[config.mk]
export PLATFORM = sky130hd
export DESIGN_NAME = alu_sequencer_flat
export DESIGN_NICKNAME = d
export VERILOG_FILES = /design/src/rtl/alu_sequencer_if.sv /design/src/rtl/alu_sequencer.sv /design/src/flat_wrapper.sv
export SDC_FILE = /design/constraint.sdc
export NUM_CORES = 1
export LEC_CHECK = 0
export CAP_MARGIN = 20
export CORE_MARGIN = 10
export CORE_UTILIZATION = 49
export DETAILED_ROUTE_END_ITERATION = 8
export GPL_TIMING_DRIVEN = 0
export PLACE_DENSITY = 0.8
export SLEW_MARGIN = 10
export SYNTH_ARGS = -nofsm -noshare
export SYNTH_HDL_FRONTEND = slang
export SYNTH_SLANG_ARGS = --single-unit
[constraint.sdc]
create_clock -name i_clk -period 1.92 [get_ports i_clk]
set_clock_uncertainty 0.1 [all_clocks]
set_input_delay 0.192 -clock i_clk [delete_from_list [all_inputs] [get_ports i_clk]]
set_output_delay 0.192 -clock i_clk [all_outputs]
set_load 0.03 [all_outputs]
[src/rtl/alu_sequencer_if.sv]
// Handshake bundle between upstream parsers, the sequencer and the shared ALU.
// The sequencer takes the slave view; the environment driving it takes the master view.
interface alu_sequencer_if #(
    parameter int unsigned WIDTH = 16
);
    logic             i_opnd_ready;
    logic [WIDTH-1:0] i_opnd;
    logic             i_op_ready;
    logic [7:0]       i_op_code;
    logic             o_alu_start;
    logic [2:0]       o_alu_op;
    logic [WIDTH-1:0] o_alu_a;
    logic [WIDTH-1:0] o_alu_b;
    logic             i_alu_done;
    logic [WIDTH-1:0] i_alu_result;
    logic             i_alu_err;
    logic             o_busy;
    logic             o_ready;
    logic [WIDTH-1:0] o_result;
    logic [1:0]       o_error;

    modport slave (
        input  i_opnd_ready, i_opnd, i_op_ready, i_op_code,
        input  i_alu_done, i_alu_result, i_alu_err,
        output o_alu_start, o_alu_op, o_alu_a, o_alu_b,
        output o_busy, o_ready, o_result, o_error
    );

    modport master (
        output i_opnd_ready, i_opnd, i_op_ready, i_op_code,
        output i_alu_done, i_alu_result, i_alu_err,
        input  o_alu_start, o_alu_op, o_alu_a, o_alu_b,
        input  o_busy, o_ready, o_result, o_error
    );
endinterface

[src/rtl/alu_sequencer.sv]
// Collects A / op / B strobes, runs one start/done transaction on the shared ALU and
// returns result or error code; a result can be chained as the next operand A.
module alu_sequencer #(
    parameter int unsigned WIDTH   = 16,
    parameter int unsigned TIMEOUT = 64
) (
    input  logic            i_clk,
    input  logic            reset,
    alu_sequencer_if.slave  bus
);
    localparam int unsigned CNT_W = $clog2(TIMEOUT) + 1;

    localparam logic [1:0] ERR_OK  = 2'd0;
    localparam logic [1:0] ERR_DIV = 2'd1;
    localparam logic [1:0] ERR_SEQ = 2'd2;
    localparam logic [1:0] ERR_TMO = 2'd3;

    typedef enum logic [2:0] {IDLE, GET_OP, GET_B, ISSUE, WAIT_ALU} state_t;

    state_t             state_q, state_d;
    logic [WIDTH-1:0]   a_q, a_d;
    logic [2:0]         op_q, op_d;
    logic               chain_q, chain_d;
    logic [CNT_W-1:0]   cnt_q, cnt_d;
    logic               start_q, start_d;
    logic [2:0]         alu_op_q, alu_op_d;
    logic [WIDTH-1:0]   alu_a_q, alu_a_d;
    logic [WIDTH-1:0]   alu_b_q, alu_b_d;
    logic               busy_q, busy_d;
    logic               ready_q, ready_d;
    logic [WIDTH-1:0]   result_q, result_d;
    logic [1:0]         error_q, error_d;

    always_ff @(posedge i_clk) begin
        if (!reset) begin
            state_q  <= IDLE;
            a_q      <= '0;
            op_q     <= '0;
            chain_q  <= 1'b0;
            cnt_q    <= '0;
            start_q  <= 1'b0;
            alu_op_q <= '0;
            alu_a_q  <= '0;
            alu_b_q  <= '0;
            busy_q   <= 1'b0;
            ready_q  <= 1'b0;
            result_q <= '0;
            error_q  <= '0;
        end else begin
            state_q  <= state_d;
            a_q      <= a_d;
            op_q     <= op_d;
            chain_q  <= chain_d;
            cnt_q    <= cnt_d;
            start_q  <= start_d;
            alu_op_q <= alu_op_d;
            alu_a_q  <= alu_a_d;
            alu_b_q  <= alu_b_d;
            busy_q   <= busy_d;
            ready_q  <= ready_d;
            result_q <= result_d;
            error_q  <= error_d;
        end
    end

    always_comb begin
        state_d  = state_q;
        a_d      = a_q;
        op_d     = op_q;
        chain_d  = chain_q;
        cnt_d    = cnt_q;
        start_d  = 1'b0;
        alu_op_d = alu_op_q;
        alu_a_d  = alu_a_q;
        alu_b_d  = alu_b_q;
        ready_d  = 1'b0;
        result_d = result_q;
        error_d  = error_q;

        case (state_q)
            IDLE: begin
                if (bus.i_opnd_ready) begin
                    a_d     = bus.i_opnd;
                    state_d = GET_OP;
                end else if (bus.i_op_ready) begin
                    ready_d = 1'b1;
                    error_d = ERR_SEQ;
                    chain_d = 1'b0;
                end
            end
            GET_OP: begin
                // the op strobe is the expected one here, so it wins over a coincident operand
                if (bus.i_op_ready) begin
                    chain_d = 1'b0;
                    if (bus.i_op_code >= 8'd1 && bus.i_op_code <= 8'd4) begin
                        op_d    = 3'(bus.i_op_code);
                        state_d = GET_B;
                    end else begin
                        ready_d = 1'b1;
                        error_d = ERR_SEQ;
                        state_d = IDLE;
                    end
                end else if (bus.i_opnd_ready) begin
                    chain_d = 1'b0;
                    if (chain_q) begin
                        a_d = bus.i_opnd;
                    end else begin
                        ready_d = 1'b1;
                        error_d = ERR_SEQ;
                        state_d = IDLE;
                    end
                end
            end
            GET_B: begin
                if (bus.i_opnd_ready) begin
                    start_d  = 1'b1;
                    alu_a_d  = a_q;
                    alu_b_d  = bus.i_opnd;
                    alu_op_d = op_q;
                    state_d  = ISSUE;
                end else if (bus.i_op_ready) begin
                    ready_d = 1'b1;
                    error_d = ERR_SEQ;
                    chain_d = 1'b0;
                    state_d = IDLE;
                end
            end
            ISSUE: begin
                cnt_d   = '0;
                state_d = WAIT_ALU;
            end
            WAIT_ALU: begin
                if (bus.i_alu_done) begin
                    ready_d = 1'b1;
                    chain_d = 1'b1;
                    state_d = GET_OP;
                    if (bus.i_alu_err) begin
                        error_d = ERR_DIV;
                        a_d     = result_q;
                    end else begin
                        error_d  = ERR_OK;
                        result_d = bus.i_alu_result;
                        a_d      = bus.i_alu_result;
                    end
                end else if (cnt_q == CNT_W'(TIMEOUT - 2)) begin
                    // counter is about to reach TIMEOUT-1 without a done
                    ready_d = 1'b1;
                    error_d = ERR_TMO;
                    chain_d = 1'b0;
                    state_d = IDLE;
                end else begin
                    cnt_d = cnt_q + CNT_W'(1);
                end
            end
            default: state_d = IDLE;
        endcase
    end

    assign busy_d = (state_d == ISSUE) || (state_d == WAIT_ALU);

    assign bus.o_alu_start = start_q;
    assign bus.o_alu_op    = alu_op_q;
    assign bus.o_alu_a     = alu_a_q;
    assign bus.o_alu_b     = alu_b_q;
    assign bus.o_busy      = busy_q;
    assign bus.o_ready     = ready_q;
    assign bus.o_result    = result_q;
    assign bus.o_error     = error_q;
endmodule
[src/flat_wrapper.sv]
// flat-port wrapper written by rule: the top's interface ports become plain ports
module alu_sequencer_flat 
#(
    parameter int unsigned WIDTH   = 16,
    parameter int unsigned TIMEOUT = 64
)
  (i_clk, reset, bus_i_opnd_ready, bus_i_opnd, bus_i_op_ready, bus_i_op_code, bus_i_alu_done, bus_i_alu_result, bus_i_alu_err, bus_o_alu_start, bus_o_alu_op, bus_o_alu_a, bus_o_alu_b, bus_o_busy, bus_o_ready, bus_o_result, bus_o_error);
  alu_sequencer_if #(.WIDTH(WIDTH)) bus_i ();
  input  logic i_clk;
  input  logic reset;
  input wire logic [$bits(bus_i.i_opnd_ready)-1:0] bus_i_opnd_ready;
  input wire logic [$bits(bus_i.i_opnd)-1:0] bus_i_opnd;
  input wire logic [$bits(bus_i.i_op_ready)-1:0] bus_i_op_ready;
  input wire logic [$bits(bus_i.i_op_code)-1:0] bus_i_op_code;
  input wire logic [$bits(bus_i.i_alu_done)-1:0] bus_i_alu_done;
  input wire logic [$bits(bus_i.i_alu_result)-1:0] bus_i_alu_result;
  input wire logic [$bits(bus_i.i_alu_err)-1:0] bus_i_alu_err;
  output wire logic [$bits(bus_i.o_alu_start)-1:0] bus_o_alu_start;
  output wire logic [$bits(bus_i.o_alu_op)-1:0] bus_o_alu_op;
  output wire logic [$bits(bus_i.o_alu_a)-1:0] bus_o_alu_a;
  output wire logic [$bits(bus_i.o_alu_b)-1:0] bus_o_alu_b;
  output wire logic [$bits(bus_i.o_busy)-1:0] bus_o_busy;
  output wire logic [$bits(bus_i.o_ready)-1:0] bus_o_ready;
  output wire logic [$bits(bus_i.o_result)-1:0] bus_o_result;
  output wire logic [$bits(bus_i.o_error)-1:0] bus_o_error;
  assign bus_i.i_opnd_ready = bus_i_opnd_ready;
  assign bus_i.i_opnd = bus_i_opnd;
  assign bus_i.i_op_ready = bus_i_op_ready;
  assign bus_i.i_op_code = bus_i_op_code;
  assign bus_i.i_alu_done = bus_i_alu_done;
  assign bus_i.i_alu_result = bus_i_alu_result;
  assign bus_i.i_alu_err = bus_i_alu_err;
  assign bus_o_alu_start = bus_i.o_alu_start;
  assign bus_o_alu_op = bus_i.o_alu_op;
  assign bus_o_alu_a = bus_i.o_alu_a;
  assign bus_o_alu_b = bus_i.o_alu_b;
  assign bus_o_busy = bus_i.o_busy;
  assign bus_o_ready = bus_i.o_ready;
  assign bus_o_result = bus_i.o_result;
  assign bus_o_error = bus_i.o_error;
  alu_sequencer #(.WIDTH(WIDTH), .TIMEOUT(TIMEOUT)) u_core (.i_clk(i_clk), .reset(reset), .bus(bus_i));
endmodule
==> impl_metrics.env <==
export IMPL_coreArea_um2=7730
export IMPL_outcome="finished, final reports clean"
export IMPL_crit_fanout=10
export IMPL_powerDensity_nw_per_um2=654
export IMPL_rsz0062_at_grt="yes"
export IMPL_syn2layout_area_growth_pct=36.6
export IMPL_worstSetupPathType="flip-flop to flip-flop"
export IMPL_synthCells=438
export IMPL_critPathRequiredTime_ps=2120
export IMPL_max_slew_margin_rel_pct=64.5
export IMPL_mostFrequentLayoutCells="111 x nand2_1, 100 x clkdlybuf4s50_1, 84 x dfxtp_1"
export IMPL_wl_per_cell_um=17.2
export IMPL_grt_overflow=0
export IMPL_cp_start_kind="flip-flop"
export IMPL_grt_pass1_wl_mm=18.3
export IMPL_drc=0
export IMPL_fin_crit_ps=1860
export IMPL_ys_seq_area_share_pct=44.3
export IMPL_clock_latency_ps=360
export IMPL_die_area_um2=11900
export IMPL_antenna_left=0
export IMPL_yosysTopAreaCellShare_pct=44.3
export IMPL_setup_slack_ps=63.1
export IMPL_worstPathCellList="buf_4 > nor3b_4 > buf_4 > o211ai_4 > buf_6 > a2111o_1 > nand2_1"
export IMPL_clk_pin_slew_worst_paths_ps=100
export IMPL_worst_path_max_delay_cell="dfxtp_1"
export IMPL_synth_top_area_cell="dfxtp_1"
export IMPL_antenna_found_initial=0
export IMPL_layout_commonest_cell="nand2_1"
export IMPL_switching_power_mw=0.879
export IMPL_first_iter_violations=216
export IMPL_r2r_cells=7
export IMPL_yosys_area_share_simple_pct=17.8
export IMPL_synth_compound_area_share_pct=27.6
export IMPL_cts_tree="yes"
export IMPL_yosys_warnings=0
export IMPL_port_buffers=100
export IMPL_synth_seq_cells=86
export IMPL_clk_path_buf_depth=2
export IMPL_synthesis_nets=486
export IMPL_hold_worst_slack_ps=337
export IMPL_firstDrtPassIters=5
export IMPL_io_pins=102
export IMPL_share_comb_of_total_power_pct=9.4
export IMPL_fin_nets=602
export IMPL_worst_pin_slew_ps=532
export IMPL_post_place_ws_ps=-399
export IMPL_p_clk_share_pct=38.1
export IMPL_ir_worst_vdd_v=0.000403
export IMPL_nFillCells=643
export IMPL_avgSynthCellArea_um2=8.88
export IMPL_cp_common_cell="buf_4"
export IMPL_synthXorXnorAreaFrac_pct=0
export IMPL_sw_frac_of_total_pct=25.3
export IMPL_synth_top_family_by_area="compound AO/OA/AOI/OAI gates"
export IMPL_drive_gt1_share_pct=10.4
export IMPL_synth_adder_area_share_pct=0.644
export IMPL_grt_pass1_vias=3545
export IMPL_row_count=32
export IMPL_wl_mm=11.4
export IMPL_finalInstanceArea_um2=5310
export IMPL_intPower_mw=2.59
export IMPL_cpPeakStageDelay_ps=400
export IMPL_cp_arrival_ps=2060
export IMPL_numCtsBuffers=9
export IMPL_drv_slew=0
export IMPL_synth_ff_type="dfxtp_1"
export IMPL_num_vias=3748
export IMPL_min_period_over_period_pct=96.7
export IMPL_pwr_share_seq_pct=52.5
export IMPL_critical_path_endpoint_type="flip-flop"
export IMPL_setup_viol_count_final=0
export IMPL_synth_edf_count=0
export IMPL_dieWidth_um=109
export IMPL_start_util_pct=50.3
export IMPL_htreeDepth=3
export IMPL_yosys_top_cells_area="dfxtp_1 44%, nand2_1 11%, a21boi_0 10%"
export IMPL_cts_sinks=86
export IMPL_detailed_place_area_um2=5020
export IMPL_max_freq_mhz=539
export IMPL_muxShareOfSynthArea_pct=5.41
export IMPL_fp_dieH_um=109
export IMPL_grt_usage_pct=19.0
export IMPL_grt_max_degree=17
export IMPL_synth_area_um2=3890
export IMPL_gp_congestion=0.890
export IMPL_hold_viol=0
export IMPL_dp_hpwl_mm=8.56
export IMPL_antenna_cells=0
export IMPL_yosysUniqueCellTypes=47
export IMPL_hold_path_depth=3
export IMPL_maxCapViolCount=0
export IMPL_async_flop_share_pct=0
export IMPL_cellLeakagePower_nw=2.06
export IMPL_root_buffer="clkbuf_8"
export IMPL_viasPerCell=5.67
export IMPL_post_route_util_pct=68.7
export IMPL_min_path_type="input pin to flip-flop"
[area by class of cell]
type	instances	area, um2	share of cell area, %
clock buffer	9	124	2.33
multi-input combinational	313	2020	38.1
sequential	86	1720	32.5
buffer	33	165	3.11
timing repair buffer	106	1050	19.7
tap	102	128	2.40
clock inverter	7	80.1	1.51
inverter	5	18.8	0.353
[final timing paths]
check,start,slack (ps),end
setup reg to reg,u_core.state_q[2],60,u_core.cnt_q[3]
setup / recovery,u_core.state_q[2],60,u_core.cnt_q[3]
hold reg to reg,u_core.a_q[12],350,u_core.bus.o_alu_a[12]
hold / removal,bus_i_opnd[11],340,u_core.bus.o_alu_b[11]
[registers in the layout, indices dropped and copies added (netlist names)]
name and count:
u_core.a_q 16, u_core.bus.o_alu_a 16, u_core.bus.o_alu_b 16, u_core.bus.o_result 16, u_core.cnt_q 7, u_core.bus.o_alu_op 3, u_core.op_q 3, u_core.state_q 3
u_core.bus.o_error 2, u_core.bus.o_alu_start 1, u_core.bus.o_busy 1, u_core.bus.o_ready 1, u_core.chain_q 1
[kinds of logic after synthesis]
kind of cell	Yosys count
DFF	86
AOI/OAI and AO/OA	136
adders and majority gates	2
muxes	21
buffers and inverters	39
and+or+nand+nor	154
[power by group through the flow]
stage	clock, mW	combinational, mW	sequential [mW]
floorplan	0	0.143	1.87
CTS	1.33	0.310	1.82
detailed placement	0	0.308	1.86
global route	1.41	0.352	1.83
global placement	0	0.304	1.86
finish	1.32	0.326	1.82
[synth_stat cells (all sizes together), types with 4 or more instances]
cell and number:
o21ai 21, buf 8, nand3 7, mux2i 21
clkbuf 26, nand2 111, o211a 17, a21boi 54
inv 5, a21oi 5, nor2 5, dfxtp 86
a2111o 4, o2111ai 20, nor3b 4, nor2b 7
[per-layer routing]
metal / track usage, % / part of all wire (%) / vias to the layer above
met5: 0 / 0 / -
met4: 5.65 / 1.1 / 0
met3: 6.08 / 9.5 / 9
met2: 29.6 / 46 / 153
met1: 24.7 / 44 / 1786
li1: - / - / 1800
[worst max-delay path: cells and delay by family, from the launching register on]
kind | cells | cell delay [ps]
compound gates | 2 | 520
flops | 1 | 400
simple gates | 2 | 260
buf+inv | 3 | 550
[metrics by stage]
stage,setup TNS (ps),cells,power [mW]
global placement,-16100,640,2.17
finish,0,661,3.47
floorplan,0,438,2.01
global route,-190,661,3.59
detailed placement,-17920,640,2.17
CTS,-183,657,3.46
[what timing repair did]
item | CTS | global route
pin swaps | 0 | 1
cloned | 0 | 0
gates resized for setup | 7 | 25
buffers inserted | 2 | 4
endpoints found under the setup margin | 41 | 45
hold buffers | 0 | 0
Power figures use the tool's default switching activity.
